$ cat src/rtl/mig_arb_pkg.sv
// Shared types and constants for the MIG port arbiter: FSM states, MIG command codes,
// and the client-index width helper.
package mig_arb_pkg;

    typedef enum logic [1:0] {
        IDLE    = 2'd0,
        GRANT   = 2'd1,
        DRAIN   = 2'd2,
        RELEASE = 2'd3
    } arb_state_e;

    localparam logic [2:0] CMD_WR = 3'd0;
    localparam logic [2:0] CMD_RD = 3'd1;

    // Never returns less than 1 so a client index always has at least one bit.
    function automatic int clog2(input int n);
        int w;
        w = 1;
        while ((1 << w) < n) w++;
        return w;
    endfunction

endpackage

$ cat src/rtl/mig_arb_tag_fifo.sv
// Client-index tag FIFO: records the issuer of each read so returning data can be routed.
// Zero-latency head; push is accepted while full only if a pop happens in the same cycle.
module mig_arb_tag_fifo #(
    parameter int DEPTH = 32,
    parameter int W     = 1
) (
    input  logic         clk_i,
    input  logic         rst_n_i,
    input  logic         push_i,
    input  logic [W-1:0] push_dat_i,
    input  logic         pop_i,
    output logic [W-1:0] head_o,
    output logic         full_o,
    output logic         empty_o
);

    localparam int AW = $clog2(DEPTH);

    logic [W-1:0] mem_q [DEPTH];
    logic [AW:0]  wr_ptr_q;
    logic [AW:0]  rd_ptr_q;
    logic         do_push;
    logic         do_pop;

    // Extra pointer MSB distinguishes full from empty when the address bits match.
    assign empty_o = (wr_ptr_q == rd_ptr_q);
    assign full_o  = (wr_ptr_q[AW] != rd_ptr_q[AW]) &&
                     (wr_ptr_q[AW-1:0] == rd_ptr_q[AW-1:0]);
    assign do_pop  = pop_i && !empty_o;
    assign do_push = push_i && (!full_o || do_pop);
    assign head_o  = mem_q[rd_ptr_q[AW-1:0]];

    always_ff @(posedge clk_i) begin
        if (!rst_n_i) begin
            wr_ptr_q <= '0;
            rd_ptr_q <= '0;
        end else begin
            if (do_push) wr_ptr_q <= wr_ptr_q + (AW+1)'(1);
            if (do_pop)  rd_ptr_q <= rd_ptr_q + (AW+1)'(1);
        end
    end

    always_ff @(posedge clk_i) begin
        if (do_push) mem_q[wr_ptr_q[AW-1:0]] <= push_dat_i;
    end

endmodule

$ cat src/rtl/mig_port_arbiter.sv
// Shares one MIG app_* port among NUM_CLIENTS; round-robin burst grants, 1-cycle arbitration,
// command/write mux is combinational, read data routed by tag FIFO; full tag FIFO stalls reads only.
module mig_port_arbiter
    import mig_arb_pkg::*;
#(
    parameter int NUM_CLIENTS        = 2,
    parameter int MIG_Data_Port_Size = 128,
    parameter int MIG_Addr_Port_Size = 28,
    parameter int Tag_Fifo_Depth     = 32,
    parameter int Max_Grant_Cmds     = 64
) (
    input  logic                                         aclk,
    input  logic                                         aresetn,
    input  logic                                         init_calib,
    input  logic [NUM_CLIENTS-1:0]                       c_req,
    output logic [NUM_CLIENTS-1:0]                       c_grant,
    input  logic [NUM_CLIENTS-1:0]                       c_cmd_last,
    input  logic [NUM_CLIENTS*MIG_Addr_Port_Size-1:0]    c_app_addr,
    input  logic [NUM_CLIENTS*3-1:0]                     c_app_cmd,
    input  logic [NUM_CLIENTS-1:0]                       c_app_en,
    output logic [NUM_CLIENTS-1:0]                       c_app_rdy,
    input  logic [NUM_CLIENTS*MIG_Data_Port_Size-1:0]    c_app_wdf_data,
    input  logic [NUM_CLIENTS-1:0]                       c_app_wdf_wren,
    input  logic [NUM_CLIENTS-1:0]                       c_app_wdf_end,
    output logic [NUM_CLIENTS-1:0]                       c_app_wdf_rdy,
    output logic [MIG_Data_Port_Size-1:0]                c_rd_data,
    output logic [NUM_CLIENTS-1:0]                       c_rd_data_valid,
    output logic [NUM_CLIENTS-1:0]                       c_rd_data_end,
    output logic [MIG_Addr_Port_Size-1:0]                app_addr,
    output logic [2:0]                                   app_cmd,
    output logic                                         app_en,
    input  logic                                         app_rdy,
    output logic [MIG_Data_Port_Size-1:0]                app_wdf_data,
    output logic                                         app_wdf_wren,
    output logic                                         app_wdf_end,
    input  logic                                         app_wdf_rdy,
    input  logic [MIG_Data_Port_Size-1:0]                app_rd_data,
    input  logic                                         app_rd_data_valid,
    input  logic                                         app_rd_data_end,
    output logic                                         err_orphan_rd
);

    localparam int IW = clog2(NUM_CLIENTS);
    localparam int GW = $clog2(Max_Grant_Cmds + 1);
    localparam int PW = $clog2(2 * Max_Grant_Cmds + 1);

    arb_state_e              state_q, state_d;
    logic [IW-1:0]           gnt_idx_q, gnt_idx_d;
    logic [IW-1:0]           rr_q, rr_d;
    logic [GW-1:0]           gcnt_q, gcnt_d;
    logic [PW-1:0]           pend_q, pend_d;
    logic                    orphan_q;
    logic [IW-1:0]           pick;

    logic [MIG_Addr_Port_Size-1:0] addr_a  [NUM_CLIENTS];
    logic [2:0]                    cmd_a   [NUM_CLIENTS];
    logic [MIG_Data_Port_Size-1:0] wdata_a [NUM_CLIENTS];

    for (genvar i = 0; i < NUM_CLIENTS; i++) begin : g_unpack
        assign addr_a[i]  = c_app_addr[i*MIG_Addr_Port_Size +: MIG_Addr_Port_Size];
        assign cmd_a[i]   = c_app_cmd[i*3 +: 3];
        assign wdata_a[i] = c_app_wdf_data[i*MIG_Data_Port_Size +: MIG_Data_Port_Size];
    end

    logic          granted, cmd_open, is_rd, is_wr, rd_blk, cmd_acc, wend_acc;
    logic          tag_pop, tag_full, tag_empty;
    logic [IW-1:0] tag_head;

    assign granted  = (state_q == GRANT) || (state_q == DRAIN);
    assign cmd_open = (state_q == GRANT);
    assign is_rd    = (cmd_a[gnt_idx_q] == CMD_RD);
    assign is_wr    = (cmd_a[gnt_idx_q] == CMD_WR);
    assign tag_pop  = app_rd_data_valid && app_rd_data_end;
    // A read may still be taken at full occupancy when a tag retires this same cycle.
    assign rd_blk   = is_rd && tag_full && !tag_pop;

    assign app_addr     = addr_a[gnt_idx_q];
    assign app_cmd      = cmd_a[gnt_idx_q];
    assign app_wdf_data = wdata_a[gnt_idx_q];
    assign app_en       = cmd_open && c_app_en[gnt_idx_q] && !rd_blk;
    assign app_wdf_wren = granted && c_app_wdf_wren[gnt_idx_q];
    assign app_wdf_end  = granted && c_app_wdf_end[gnt_idx_q];
    assign cmd_acc      = app_en && app_rdy;
    assign wend_acc     = app_wdf_wren && app_wdf_end && app_wdf_rdy;

    assign c_rd_data     = app_rd_data;
    assign err_orphan_rd = orphan_q;

    always_comb begin
        c_grant         = '0;
        c_app_rdy       = '0;
        c_app_wdf_rdy   = '0;
        c_rd_data_valid = '0;
        c_rd_data_end   = '0;
        if (granted) begin
            c_grant[gnt_idx_q]       = 1'b1;
            c_app_wdf_rdy[gnt_idx_q] = app_wdf_rdy;
        end
        if (cmd_open) c_app_rdy[gnt_idx_q] = app_rdy && !rd_blk;
        if (!tag_empty) begin
            c_rd_data_valid[tag_head] = app_rd_data_valid;
            c_rd_data_end[tag_head]   = app_rd_data_end;
        end
    end

    // First requester at or after the round-robin pointer.
    always_comb begin
        logic          found;
        logic [IW-1:0] cand;
        pick  = rr_q;
        found = 1'b0;
        cand  = '0;
        for (int i = 0; i < NUM_CLIENTS; i++) begin
            cand = IW'((int'(rr_q) + i) % NUM_CLIENTS);
            if (!found && c_req[cand]) begin
                pick  = cand;
                found = 1'b1;
            end
        end
    end

    always_comb begin
        pend_d = pend_q;
        case ({cmd_acc && is_wr, wend_acc})
            2'b10:   pend_d = pend_q + PW'(1);
            2'b01:   pend_d = pend_q - PW'(1);
            default: pend_d = pend_q;
        endcase
    end

    always_comb begin
        state_d   = state_q;
        gnt_idx_d = gnt_idx_q;
        rr_d      = rr_q;
        gcnt_d    = gcnt_q;
        case (state_q)
            IDLE: begin
                if (init_calib && (|c_req)) begin
                    gnt_idx_d = pick;
                    gcnt_d    = '0;
                    state_d   = GRANT;
                end
            end
            GRANT: begin
                if (cmd_acc) begin
                    gcnt_d = gcnt_q + GW'(1);
                    if (c_cmd_last[gnt_idx_q] || (gcnt_q == GW'(Max_Grant_Cmds - 1)))
                        state_d = DRAIN;
                end
            end
            DRAIN: begin
                if (pend_d == '0) state_d = RELEASE;
            end
            RELEASE: begin
                rr_d    = (gnt_idx_q == IW'(NUM_CLIENTS - 1)) ? '0 : gnt_idx_q + IW'(1);
                state_d = IDLE;
            end
            default: state_d = IDLE;
        endcase
    end

    always_ff @(posedge aclk) begin
        if (!aresetn) begin
            state_q   <= IDLE;
            gnt_idx_q <= '0;
            rr_q      <= '0;
            gcnt_q    <= '0;
            pend_q    <= '0;
            orphan_q  <= 1'b0;
        end else begin
            state_q   <= state_d;
            gnt_idx_q <= gnt_idx_d;
            rr_q      <= rr_d;
            gcnt_q    <= gcnt_d;
            pend_q    <= pend_d;
            if (app_rd_data_valid && tag_empty) orphan_q <= 1'b1;
        end
    end

    mig_arb_tag_fifo #(
        .DEPTH (Tag_Fifo_Depth),
        .W     (IW)
    ) u_tag_fifo (
        .clk_i      (aclk),
        .rst_n_i    (aresetn),
        .push_i     (cmd_acc && is_rd),
        .push_dat_i (gnt_idx_q),
        .pop_i      (tag_pop),
        .head_o     (tag_head),
        .full_o     (tag_full),
        .empty_o    (tag_empty)
    );

endmodule

$ cat config.mk
export PLATFORM = sky130hd
export DESIGN_NAME = mig_port_arbiter
export DESIGN_NICKNAME = d
export VERILOG_FILES = /design/src/rtl/mig_arb_pkg.sv /design/src/rtl/mig_arb_tag_fifo.sv /design/src/rtl/mig_port_arbiter.sv
export SDC_FILE = /design/constraint.sdc
export NUM_CORES = 1
export LEC_CHECK = 0
export ABC_AREA = 1
export CAP_MARGIN = 20
export CORE_AREA = 4 4 292 294
export CTS_CLUSTER_DIAMETER = 200
export DETAILED_ROUTE_END_ITERATION = 16
export DIE_AREA = 0 0 296 298
export DONT_BUFFER_PORTS = 1
export MAX_ROUTING_LAYER = met4
export SLEW_MARGIN = 20
export SYNTH_ARGS = -nofsm -noshare
export SYNTH_HDL_FRONTEND = slang
export SYNTH_SLANG_ARGS = --single-unit
$ cat constraint.sdc
create_clock -name aclk -period 5.16 [get_ports aclk]
set_clock_uncertainty 0.15 [all_clocks]
set_input_delay 1.548 -clock aclk [delete_from_list [all_inputs] [get_ports aclk]]
set_output_delay 1.548 -clock aclk [all_outputs]
set_load 0.01 [all_outputs]
==> summary.txt <==
Clock network
  • Clock Tree Root: clkbuf_16
  • Num CTS Buffers: 9
  • CTS sink count: 69
  • Clock-pin slew on the worst setup and hold paths: 0.05 ns
  • CTS resizes: 0
  • Setup bufs post-CTS: 0
  • CTS tree: done
  • Clock Path Buffers: 2
  • # hold bufs at CTS: 0
  • Clk Latency, worst-skew pair: 0.33 ns
  • CTS H-tree depth: 3

Die
  • # IOs: 764
  • Initial core utilization: 8.066%
  • FP Rows: 106
  • Die X: 296 µm
  • Core Region: 0.08289 mm²
  • Die H: 298 µm
  • Die area: 0.08821 mm²

Global route
  • Grt total ovfl: 0
  • Global-route wire length before repair: 59580 µm
  • Initial antenna violation count: 16
  • Vias in the first global route: 6230
  • GRT Total Usage: 10.58%
  • Pin count of the biggest net entering global routing: 182

Power
  • Sw Share: 46.36%
  • Clock power frac: 26.7%
  • NetSw: 0.9336 mW
  • Reg power frac: 30.8%
  • Lkg Pwr: 3.068 nW
  • Logic pwr share: 42.6%
  • Power Density: 279.0 mW/mm²
  • Power Internal: 1.080 mW
  • Max VDD drop: 0.1573 mV

Yosys
  • Post-synth EDFFs: 32
  • Mapped Avg Cell Area: 5.970 µm²
  • Fraction of registers with async set/reset: 0%
  • Cell Area, Synth: 0.006686 mm²
  • Area leader, netlist: nand2_1
  • Synth Register Bits: 69
  • Most frequent cells after synthesis: nand2_1, buf_4, nor2_1
  • Dominant cells by area after synthesis: nand2_1, buf_4, edfxtp_1
  • Yosys warning count: 0
  • Most frequent cell after synthesis: nand2_1
  • Post-Synthesis Cells: 1120
  • Post-synth top flop: dfxtp_1
  • Top cell type's share of synthesized area: 31.32%
  • Sequential-to-total area share from yosys stat: 25.45%
  • Synth unique cells: 40
  • Mapped Nets: 1602

Critical path
  • Crit start category: primary input
  • Critical path destination: state_q[1]$_SDFFE_PN0P_
  • Critical Path Sink Type: flip-flop
  • Worst endpoint required time: 5.23 ns
  • Critical path class: in -> reg
  • Crit Path Max Fanout: 8
  • Reg-to-reg critical path startpoint: state_q[1]$_SDFFE_PN0P_
  • Reg2Reg Capture Point: state_q[1]$_SDFFE_PN0P_
  • Worst setup startpoint: c_app_cmd[1]
  • Reg2reg setup slack: 1.18 ns
  • R2R depth: 23
  • Worst Path Arrival: 4.38 ns

STA
  • Final setup TNS: 0 ns
  • Final setup viols: 0
  • Final hold violations: 0
  • Tcrit/Tclk final: 83.42%
  • Final min period: 4.304 ns
  • F_max: 232.3 MHz
  • RSZ-0062 raised after global routing: no
  • Worst Max-Slew Pin Slew: 0.9955 ns
  • Final Max Tran Viols: 0
  • Rel. slew slack: 33.63%
  • Final hold slack: 0.3443 ns

Detailed routing
  • Antenna-violating nets left: 0
  • Starting DRT DRC Count: 618
  • DRC viols: 0
  • Mean number of vias per cell: 3.255
  • Wirelength per Cell: 23.47 µm
  • TritonRoute pass-1 iters: 5
  • Drt total wl: 48140 µm
  • Via count: 6676

Place
  • Post-DP HPWL: 43360 µm
  • IO buf count: 0
  • RD Place Congestion: 0.9211

Finish
  • Area delta synth->final: 7.934%
  • Net count, final: 1446
  • Layout cells sized above 1: 4.025%
  • Final core occ: 8.706%

Status
  • Outcome: complete, no violations

Min path
  • Worst Hold Class: reg -> reg

Flow run
  • Max-cap violations: 0
[layout make-up]
class	instances	area [µm²]
Fill cell	9795	75680
Multi-Input combinational cell	815	3607
Sequential cell	69	1705
Tap cell	1080	1351
Inverter	66	252.7
Clock buffer	11	232.7
Timing Repair Buffer	3	35.03
Clock inverter	5	27.53
Antenna cell	2	5.005
[flip-flops by register name, summed over array words and instances, names as in the netlist, named ones only]
name and cells:
u_tag_fifo.rd_ptr_q 6, gnt_idx_q 1, u_tag_fifo.mem_q 32, u_tag_fifo.wr_ptr_q 6, rr_q 1, state_q 2
pend_q 8, err_orphan_rd 1, gcnt_q 7
[worst max-delay path: stages]
cell and delay [ns]:
o21ai_0 0.26, nand3_2 0.20, nor2_2 0.17, a31oi_1 0.19
nand3_1 0.13, ha_1 0.36, inv_1 0.09, fa_1 0.50
nand2_1 0.05, o21a_1 0.12, nor2_1 0.10, nand2_1 0.07
nor2_1 0.11, nand2_1 0.06, nor2_1 0.10, nand2_1 0.06
nand2_1 0.09, nand3_1 0.07, nand2_1 0.07, nor2_1 0.03
[kinds of logic after synthesis]
| kind of cell | Yosys count | synth area share [%] |
|---|---|---|
| adder cells (fa/ha/maj) | 19 | 3.668 |
| flip-flops | 69 | 25.45 |
| buffers and inverters | 236 | 20.60 |
| XOR/XNOR | 10 | 1.310 |
| AND/OR/NAND/NOR | 705 | 41.84 |
| AO/OA/AOI/OAI | 81 | 7.130 |
[power by group through the flow]
stage	Clock [mW]	Combinational (mW)	Sequential (mW)
final	0.537	0.857	0.619
after global routing	0.572	0.969	0.623
after CTS	0.552	0.906	0.619
after detailed placement	0	0.903	0.630
after global placement	0	0.895	0.631
after floorplan	0	0.624	0.624
[layer usage]
layer	GRT usage [%]	vias up	share of wire [%]
li1	-	3031	-
met1	10.39	3042	33
met2	16.25	552	45
met3	8.267	51	20
met4	2.882	0	2.9
met5	-	-	0
[cells in the final DEF, fill, tap and decap left out, types with 3 or more instances in the layout]
cell       instances
a21oi_1           33
clkbuf_16          9
clkinv_1           3
clkinv_2           4
dfxtp_1           36
edfxtp_1          32
ha_1              18
inv_1             58
inv_2              4
nand2_1          558
nand2_2            5
nand3_1           36
nor2_1            84
nor3_1             6
o21ai_0           23
o21bai_1           8
o221ai_1           8
xnor2_1            6
xor2_1             4
[through the flow]
step	cells	setup slack [ns]	total power, mW	cell area (µm²)
6_report	2051	0.8557	2.014	7217
3_3_place_gp	2033	0.6016	1.525	6952
2_1_floorplan	1120	0.8944	1.249	6686
4_1_cts	2049	0.8282	2.077	7212
3_5_place_dp	2033	0.4968	1.533	6952
5_1_grt	2051	0.4959	2.164	7217
[how the worst min path moves through the flow]
stage | end | depth (start not counted) | from
floorplan | gcnt_q[1]$_SDFFE_PN0P_ | 2 | gcnt_q[1]$_SDFFE_PN0P_
CTS | gcnt_q[5]$_SDFFE_PN0P_ | 2 | gcnt_q[5]$_SDFFE_PN0P_
detailed placement | gcnt_q[5]$_SDFFE_PN0P_ | 2 | gcnt_q[5]$_SDFFE_PN0P_
global placement | gcnt_q[5]$_SDFFE_PN0P_ | 2 | gcnt_q[5]$_SDFFE_PN0P_
finish | gcnt_q[5]$_SDFFE_PN0P_ | 2 | gcnt_q[5]$_SDFFE_PN0P_
global route | gcnt_q[4]$_SDFFE_PN0P_ | 2 | gcnt_q[4]$_SDFFE_PN0P_
Note: power is estimated with default switching activity, not from simulation.
==> edit: new RTL, config.mk and constraints unchanged <==
Put one more register stage on the output `err_orphan_rd`, cleared by the reset. The value now appears one clock later. The other outputs are not delayed to match.
--- a/src/rtl/mig_port_arbiter.sv
+++ b/src/rtl/mig_port_arbiter.sv
@@ -84,7 +84,13 @@
     assign wend_acc     = app_wdf_wren && app_wdf_end && app_wdf_rdy;
 
     assign c_rd_data     = app_rd_data;
-    assign err_orphan_rd = orphan_q;
+    always_ff @(posedge aclk) begin
+        if (!aresetn) begin
+            err_orphan_rd <= '0;
+        end else begin
+            err_orphan_rd <= orphan_q;
+        end
+    end
 
     always_comb begin
         c_grant         = '0;
Behaviour: not the same (a bounded check fails within 4 cycles, from zero or initial values and one cycle with aresetn low).
==> edit against the original RTL <==
- worst setup slack improved by 0.10 ns
- sequential share of layout area is 0.15 points higher
- sequential power grew 1%
- total power increased by 4.8%
- cell area rose by 0.54%
- area after synthesis barely moved
- sequential cell count is 1 higher
- non-clock buffer count up 4
- wire length is 2.7% lower
- largest power group unchanged
- highest routed layer unchanged
==> edit: results (changes against the original RTL) <==
| Result | Value | Unit | Delta |
| --- | --- | --- | --- |
| Outcome | completed | - |  |
| Remaining max-slew budget at the tightest pin | 26.8 | % | -6.8 points |
| Top cells by instance count after synthesis | sky130_fd_sc_hd__nand2_1, sky130_fd_sc_hd__buf_4, sky130_fd_sc_hd__nor2_1 | - |  |
| Worst hold path type | reg2reg | - |  |
| Cell internal pwr | 1.14 | mW | +5.7% |
| Post-layout nets | 1451 | - | +0.35% |
| FF-to-FF End | state_q[1]$_SDFFE_PN0P_ | - |  |
| Maximum number of pins on one net before global-route repair | 102 | - | -44% |
| Net count of the mapped netlist | 1605 | - | +0.19% |
| Ratio of cells with drive above 1 in the final layout | 4.00 | % | -0.021 points |
| Crit path largest cell delay | 0.39 | ns | -0.11 ns |
| Cells after Synth | 1123 | - | +0.27% |
| Cells on worst reg2reg path | 24 | - | +4.3% |
| Fraction of post-synthesis cell area in the top cell type by area | 31.6 | % | +0.24 points |
| Leakage dissipation | 3.12 | nW | +1.6% |
| Part of the total power dissipated in the clock network | 28.4 | % | +1.7 points |
| Hold Path End | err_orphan_rd$_SDFF_PN0_ | - |  |
| Clk slew on worst S/H paths | 0.06 | ns |  |
| Hold_ws | 0.290 | ns | -0.0541 ns |
| Pwr Density | 291 | nW/um2 | +4.2% |
| Post-DP HPWL | 42000 | um | -3.0% |
| Top cells by area in the synthesized netlist | sky130_fd_sc_hd__nand2_1, sky130_fd_sc_hd__buf_4, sky130_fd_sc_hd__edfxtp_1 | - |  |
| Worst ir drop on vdd | 0.205 | mV | +30% |
| Count of unique library cells instantiated by Yosys | 39 | - | -2.5% |
| CP Data Arrival Time | 4.27 | ns | -0.11 ns |
| Flop+latch power | 0.628 | mW | +1% |
| Global placer's final weighted congestion | 0.948 | - | +2.9% |
| Worst reg2reg setup slack | 1.23 | ns | +0.05 ns |
| Antenna violations before repair | 15 | - | -1 |
| Pre-CTS setup slack | 0.644 | ns | +0.147 ns |
| Total number of vias | 6590 | - | -1.3% |
| Number of global-route vias before repair | 6103 | - | -2.0% |
| Post-synthesis sequential area ratio | 25.8 | % | +0.31 points |
| Instance area after placement | 6960 | um2 | about the same |
| Detailed-route vias per instance | 3.20 | - | -1.6% |
| First-pass GRT wire length | 57800 | um | -3.0% |
| Worst-path cell with the longest stage delay | sky130_fd_sc_hd__ha_1 | - |  |
==> edit: worst max path at each step <==
stage	startpoint	depth (start not counted)	endpoint	slack, ns
after floorplan	c_app_cmd[3]	23	state_q[1]$_SDFFE_PN0P_	1.02
after global placement	c_app_cmd[2]	26	state_q[1]$_SDFFE_PN0P_	0.68
after detailed placement	c_app_cmd[2]	26	state_q[1]$_SDFFE_PN0P_	0.64
after CTS	gnt_idx_q$_SDFFE_PN0P_	4	app_wdf_data[85]	0.91
after global routing	c_app_cmd[2]	26	state_q[1]$_SDFFE_PN0P_	0.64
final	c_app_cmd[2]	26	state_q[1]$_SDFFE_PN0P_	0.96
==> edit: kinds of logic after synthesis <==
| group | after synthesis | share of synthesized area (%) |
|---|---|---|
| DFF | 70 | 25.8 |
| buffers and inverters | 233 | 20.5 |
| adders and majority gates | 19 | 3.67 |
| AOI/OAI and AO/OA | 77 | 6.33 |
| and+or+nand+nor | 710 | 41.9 |
| xor gates and xnor gates | 14 | 1.83 |
==> edit: worst reg2reg max path, delay by kind of cell (launching register included) <==
| family | cells | cell delay, ns |
|---|---|---|
| AND/OR/NAND/NOR | 15 | 1.35 |
| adder cells (fa/ha/maj) | 3 | 1.11 |
| buffers and inverters | 5 | 0.68 |
| flip-flops | 1 | 0.38 |
| AO/OA/AOI/OAI | 1 | 0.14 |
==> edit: cell type report <==
cell class              count  area (um2)
flip-flops and latches     70        1730
repair buffers              7        52.6
clock buffers              10         229
multi-input cells         820        3590
fillers                  9730       75600
clock inverters             6        62.6
diodes                      3        7.51
inverters                  61         239
well taps                1080        1350
==> edit: per-layer routing <==
metal,global-route usage [%],vias to the layer above,share of wire [%]
met2,17.1,519,50
met4,1.83,0,0.89
li1,-,3035,-
met1,8.55,2988,29
met3,9.36,48,21
met5,-,-,0
